File: src/rtl/aes_shift_pkg.sv
// Shared helpers for the Rijndael ShiftRows datapath: row offsets, byte
// addressing within a column-major state, and the legal block widths.
package aes_shift_pkg;

    localparam int NB_MIN = 4;
    localparam int NB_MAX = 8;

    // Rijndael shifts rows 2 and 3 one extra position for 256-bit blocks.
    function automatic int row_offset(input int nb, input int r);
        return (nb == 8 && r >= 2) ? r + 1 : r;
    endfunction

    function automatic int byte_index(input int c, input int r);
        return 4 * c + r;
    endfunction

    function automatic bit nb_is_legal(input int nb);
        return (nb == 4) || (nb == 6) || (nb == 8);
    endfunction

endpackage

File: src/rtl/shift_rows_stage.sv
// One elastic register slot: holds valid, direction, tag and state, and
// loads from upstream whenever the top grants it a load enable.
module shift_rows_stage #(
    parameter int W     = 128,
    parameter int TAG_W = 4
) (
    input  logic             clk,
    input  logic             rst,
    input  logic             en,
    input  logic             in_valid,
    input  logic             in_inv,
    input  logic [TAG_W-1:0] in_tag,
    input  logic [W-1:0]     in_state,
    output logic             out_valid,
    output logic             out_inv,
    output logic [TAG_W-1:0] out_tag,
    output logic [W-1:0]     out_state
);

    logic             valid_q, valid_d;
    logic             inv_q, inv_d;
    logic [TAG_W-1:0] tag_q, tag_d;
    logic [W-1:0]     state_q, state_d;

    // Payload only moves with a real entry so bubbles leave it untouched.
    always_comb begin
        valid_d = valid_q;
        inv_d   = inv_q;
        tag_d   = tag_q;
        state_d = state_q;
        if (en) begin
            valid_d = in_valid;
            if (in_valid) begin
                inv_d   = in_inv;
                tag_d   = in_tag;
                state_d = in_state;
            end
        end
    end

    always_ff @(posedge clk) begin
        if (rst) begin
            valid_q <= 1'b0;
            inv_q   <= 1'b0;
            tag_q   <= '0;
            state_q <= '0;
        end else begin
            valid_q <= valid_d;
            inv_q   <= inv_d;
            tag_q   <= tag_d;
            state_q <= state_d;
        end
    end

    assign out_valid = valid_q;
    assign out_inv   = inv_q;
    assign out_tag   = tag_q;
    assign out_state = state_q;

endmodule

File: src/rtl/shift_rows_pipe.sv
// Elastic ShiftRows / InvShiftRows for NB = 4, 6, 8: the byte permutation is
// pure wiring at the input, followed by STAGES register slots.
module shift_rows_pipe
    import aes_shift_pkg::*;
#(
    parameter int NB     = 4,
    parameter int STAGES = 1,
    parameter int TAG_W  = 4
) (
    input  logic              clk,
    input  logic              rst,
    input  logic              in_valid,
    output logic              in_ready,
    input  logic              in_inv,
    input  logic [TAG_W-1:0]  in_tag,
    input  logic [32*NB-1:0]  in_state,
    output logic              out_valid,
    input  logic              out_ready,
    output logic              out_inv,
    output logic [TAG_W-1:0]  out_tag,
    output logic [32*NB-1:0]  out_state
);

    localparam int W     = 32 * NB;
    localparam bit NB_OK = nb_is_legal(NB);

    if (!NB_OK) begin : g_bad_nb
        $error("shift_rows_pipe: NB must be 4, 6 or 8");
    end
    if (STAGES < 1 || STAGES > 4) begin : g_bad_stages
        $error("shift_rows_pipe: STAGES must be 1..4");
    end
    if (TAG_W < 1) begin : g_bad_tag
        $error("shift_rows_pipe: TAG_W must be at least 1");
    end

    logic [W-1:0] st_fwd, st_inv, st_xf;

    // Column 0 row 0 sits at the MSBs, so byte k lives at W-8-8k.
    for (genvar c = 0; c < NB; c++) begin : g_col
        for (genvar r = 0; r < 4; r++) begin : g_row
            localparam int OFF = row_offset(NB, r);
            localparam int DST = W - 8 - 8 * byte_index(c, r);
            localparam int SF  = W - 8 - 8 * byte_index((c + OFF) % NB, r);
            localparam int SI  = W - 8 - 8 * byte_index((c - OFF + NB) % NB, r);
            assign st_fwd[DST +: 8] = in_state[SF +: 8];
            assign st_inv[DST +: 8] = in_state[SI +: 8];
        end
    end

    assign st_xf = in_inv ? st_inv : st_fwd;

    logic [STAGES:0]            vld_pipe, inv_pipe;
    logic [STAGES:0][TAG_W-1:0] tag_pipe;
    logic [STAGES:0][W-1:0]     st_pipe;
    logic [STAGES:1]            ld;

    assign vld_pipe[0] = in_valid;
    assign inv_pipe[0] = in_inv;
    assign tag_pipe[0] = in_tag;
    assign st_pipe[0]  = st_xf;

    for (genvar i = 1; i <= STAGES; i++) begin : g_stage
        // Slot i can move if any slot from i to the tail is empty or the tail drains;
        // written flat so ready never chains through a combinational loop.
        assign ld[i] = out_ready || !(&vld_pipe[STAGES:i]);

        shift_rows_stage #(.W(W), .TAG_W(TAG_W)) u_stage (
            .clk       (clk),
            .rst       (rst),
            .en        (ld[i]),
            .in_valid  (vld_pipe[i-1]),
            .in_inv    (inv_pipe[i-1]),
            .in_tag    (tag_pipe[i-1]),
            .in_state  (st_pipe[i-1]),
            .out_valid (vld_pipe[i]),
            .out_inv   (inv_pipe[i]),
            .out_tag   (tag_pipe[i]),
            .out_state (st_pipe[i])
        );
    end

    assign in_ready  = ld[1];
    assign out_valid = vld_pipe[STAGES];
    assign out_inv   = inv_pipe[STAGES];
    assign out_tag   = tag_pipe[STAGES];
    assign out_state = st_pipe[STAGES];

endmodule

File: config.mk
export PLATFORM = sky130hd
export DESIGN_NAME = shift_rows_pipe
export DESIGN_NICKNAME = d
export VERILOG_FILES = /design/src/rtl/aes_shift_pkg.sv /design/src/rtl/shift_rows_stage.sv /design/src/rtl/shift_rows_pipe.sv
export SDC_FILE = /design/constraint.sdc
export NUM_CORES = 1
export LEC_CHECK = 0
export CORE_ASPECT_RATIO = 2
export CORE_MARGIN = 2
export CORE_UTILIZATION = 41
export DETAILED_ROUTE_END_ITERATION = 8
export PLACE_DENSITY = 0.91
export SKIP_CTS_REPAIR_TIMING = 1
export SLEW_MARGIN = 20
export SYNTH_ARGS = -nofsm -noshare
export SYNTH_HDL_FRONTEND = slang
export SYNTH_SLANG_ARGS = --single-unit
File: constraint.sdc
create_clock -name clk -period 1.4 [get_ports clk]
set_input_delay 0.35 -clock clk [delete_from_list [all_inputs] [get_ports clk]]
set_output_delay 0.35 -clock clk [all_outputs]
set_load 0.03 [all_outputs]
After elaboration in Yosys (flattened, before gate mapping). Index checks and enable logic that the tools add are counted.

Register bits: 134. Input port bits: 137. Output and inout bits: 135. Word-level logic and storage cells: 8.

Multiplexer cells: 1. Reductions and logical operators: 3.

Operators with widths (number): 120-bit 2-to-1 mux (1); 2-bit AND reduction (1); 1-bit zero test (1); 1-bit logical OR (1).

Logic depth before layout (Yosys ltp). Gate-level depths: netlist (run 1).

Depth in word-level cells: 3. Depth in mapped cells: 6. Mapped depth without buffers: 3.

Hierarchy. From an unflattened synthesis (run 1), not the netlist that was laid out.

Cell total of the unflattened synthesis: 682. Area, all modules: 7273.2 µm².

By module, submodules not included: shift_rows_stage (times used 1, cells each 610, area each 6189.7 µm², sequential area each 2682.6 µm²); shift_rows_pipe (times used 1, cells each 72, area each 1083.5 µm², sequential area each 0.0 µm²).

Worst setup path after synthesis (run 1). No wires, ideal clock.

Kind: reg2out. Start: reg g_stage[1].u_stage.valid_q. End: out in_ready. Data arrival time: 1.057 ns. Data required time: 1.050 ns. Setup slack: -0.007 ns. Cell stages (with the launch flop): 5. Path buffers: 3. Cells stage by stage: dfxtp_1 -> nand2b_1 -> buf_6 -> buf_6 -> buf_2.

Cells in the longest elaborated chain, start to end: 2.

Ends and longest elaborated chain: start: declaration (RTL line shift_rows_stage.sv:20) `logic valid_q, valid_d;`; start signal: assignment (RTL line shift_rows_stage.sv:48) `valid_q <= valid_d;`; 1-bit zero test (RTL line shift_rows_pipe.sv:66) `assign ld[i] = out_ready || !(&vld_pipe[STAGES:i]);`; 1-bit logical OR (RTL line shift_rows_pipe.sv:66); end: declaration (RTL line shift_rows_pipe.sv:13) `output logic in_ready,`.

Every way passes these cells.

Worst setup path after layout (run 1). Same ends and word-level chain as after synthesis.

==> flow_metrics.py, run 1 <==
metrics = {
    "floorplanning": {
        "dieWidth_um": 86.9,
        "io_pins": 272,
        "initial_core_util_pct": 41.9,
        "die-area_mm2": 0.0147,
        "core_mm2": 0.0134,
        "die_y_um": 170,
        "num_rows": 60,
    },
    "drt": {
        "avgViaCountPerCell": 5.37,
        "drt-initial-drc-count": 101,
        "via_count": 5157,
        "first_pass_iters": 5,
        "wire_per_inst_um": 17.8,
        "ant_nets": 0,
        "drc": 0,
        "drt_wl_total_um": 17100,
    },
    "layout": {
        "postLayoutCoreUtil_pct": 68.9,
        "area_delta_synth_final_pct": 64.4,
        "final_common_cell": "dfxtp_1",
        "fin_nets": 929,
        "filler_cell_count": 951,
        "drive_gt1_share_pct": 30.9,
        "most-common-layout-cells": "dfxtp_1, clkdlybuf4s50_1, a21oi_1, clkbuf_2, nand3_1",
        "stdcell_count": 961,
    },
    "timing": {
        "fmaxAchievable_mhz": 675,
        "hold_violations": 0,
        "rsz0062_at_grt": "true",
        "period_share_pct": 106,
        "tightest_slew_ns": 0.436,
        "finalSetupTns_ns": -0.0818,
        "fin_crit_ns": 1.48,
        "finalSetupViolCount": 1,
        "whs_ns": 0.319,
        "final.setup_skew_ns": 0.00984,
        "fin_ws_ns": -0.0818,
        "final_max_slew_viol_count": 0,
        "slew-limit-headroom_pct": 70.9,
    },
    "synthesis": {
        "syn-cell-area_mm2": 0.00563,
        "ys_ff_latch": 134,
        "yosysTopAreaCell": "dfxtp_1",
        "synth_top_area_share_pct": 47.6,
        "syn_nets": 671,
        "syn_area_per_cell_um2": 10.5,
        "ys_types": 16,
        "yosysWarnings": 0,
        "syn_inst": 534,
        "synthTopCellsByArea": "dfxtp_1, a21bo_2, mux2i_1",
        "seq_area_frac_synth_pct": 47.6,
    },
    "pwr": {
        "peakVddDrop_mv": 1.06,
        "switching_share_pct": 26.6,
        "combPwrFrac_pct": 20.3,
        "sequentialPowerShare_pct": 38.1,
        "power_mw": 11.1,
        "power_leakage_nw": 4.06,
        "p_switching_mw": 2.95,
        "cellPowerDensity_mw_per_mm2": 1200,
        "clock_power_share_pct": 41.6,
        "p_int_mw": 8.15,
    },
    "global_route": {
        "grt.overflow.total": 0,
        "grt_usage_pct": 22.3,
        "antenna_found_initial": 1,
        "grt_max_degree": 77,
        "grt_pass1_wl_um": 25700,
        "grt_pass1_vias": 5050,
    },
    "status": {
        "outcome": "complete, but fails checks",
        "violations": "setup timing",
    },
    "clock_tree": {
        "cts_buffer_depth": 2,
        "cts.htree.levels": 4,
        "clock_latency_ns": 0.40,
        "cts_buffers": 17,
        "cts.sinks": 134,
        "path_clk_slew_ns": 0.06,
        "cts_tree": "done",
        "root_buffer": "clkbuf_16",
    },
    "setup_path": {
        "cp.arrival_ns": 1.13,
        "end_kind": "output port",
        "crit_fanout": 6,
        "cp-start-kind": "register",
        "required_ns": 1.05,
        "crit_type": "reg -> out",
    },
    "job": {
        "timing.max_cap.violations": 0,
    },
    "placement": {
        "portBuffers": 271,
        "gp_congestion": 0.770,
        "dp.cells": 924,
        "dpl.hpwl_um": 12400,
    },
    "worst_hold_path": {
        "holdCritPathClass": "in -> reg",
    },
}
## cells by family after synthesis
family	Yosys count	synth area share, %
mux	64	11.4
compound gates	204	28.7
buf+inv	61	5.89
flops	134	47.6
simple gates	71	6.38
## routing by layer
| metal | track usage [%] | up-vias | routed length [um] | share of wire (%) |
|---|---|---|---|---|
| met5 | 0 | - | 0 | 0 |
| met4 | 10.7 | 0 | 607 | 3.6 |
| met3 | 6.37 | 39 | 1160 | 6.8 |
| met2 | 40.6 | 217 | 9190 | 54 |
| met1 | 22.7 | 2395 | 6100 | 36 |
| li1 | - | 2506 | - | - |
## cells in the mapped netlist, drive strengths merged
cell,n
dfxtp,134
a21oi,71
a21bo,69
nand3,69
mux2i,64
o2bb2ai,64
buf,42
clkbuf,18
inv,1
nand2b,1
nand3b,1
## power by group through the flow
stage	clock (mW)	combinational (mW)	sequential [mW]
after floorplan	0	0.664	4.74
after global placement	0	2.34	4.30
after detailed placement	0	2.38	4.31
after CTS	4.71	2.38	4.23
after global routing	4.87	2.38	4.25
final	4.62	2.25	4.23
## sequential cells by signal, summed over array words and instances, names as in the netlist
register,flops
g_stage.u_stage.out_valid,1
g_stage.u_stage.out_inv,1
g_stage.u_stage.out_state,128
g_stage.u_stage.out_tag,4
## critical path, cell delays in order, from the launching register on
cell	delay [ns]
dfxtp_2	0.35
nand2b_4	0.10
buf_12	0.15
buf_8	0.13
## through the flow
stage               worst slack, ns  cell area [um^2]
finish                      -0.0818              9260
detailed placement           -0.325              8910
global placement             -0.282              8910
floorplan                    0.0946              5630
CTS                          -0.428              9530
global route                 -0.119              9260
## path summary, 6_finish.rpt
| kind | start | to | slack, ns | cells past startpoint |
|---|---|---|---|---|
| max | g_stage[1].u_stage.out_valid | in_ready | -0.08 | 3 |
| min | in_valid | g_stage[1].u_stage.out_valid | 0.32 | 3 |
| max reg2reg | g_stage[1].u_stage.out_valid | g_stage[1].u_stage.out_tag[3] | 0.06 | 6 |
| min reg2reg | g_stage[1].u_stage.out_state[7] | g_stage[1].u_stage.out_state[7] | 0.46 | 1 |
## layout make-up
class                      instances  area, um^2  share of cell area (%)
inverter                           1        3.75                  0.0405
antenna                            1        2.50                  0.0270
sequential                       134        2680                    29.0
tap                              155         194                    2.09
timing repair buffer             299        3130                    33.8
clock buffer                      22         474                    5.12
clock inverter                    10         145                    1.57
multi-input combinational        339        2630                    28.4
Power figures use the tool's default switching activity.
==> inputs of run 2 (changes only) <==
- CTS_CLUSTER_SIZE: default -> 10
==> results of run 2 <==
Final layout, timing and power as in run 1 (identical DEF).
==> inputs of run 3 (changes only) <==
- SLEW_MARGIN: 20 -> default
==> results of run 3 <==
Final layout, timing and power as in run 1 (identical DEF).
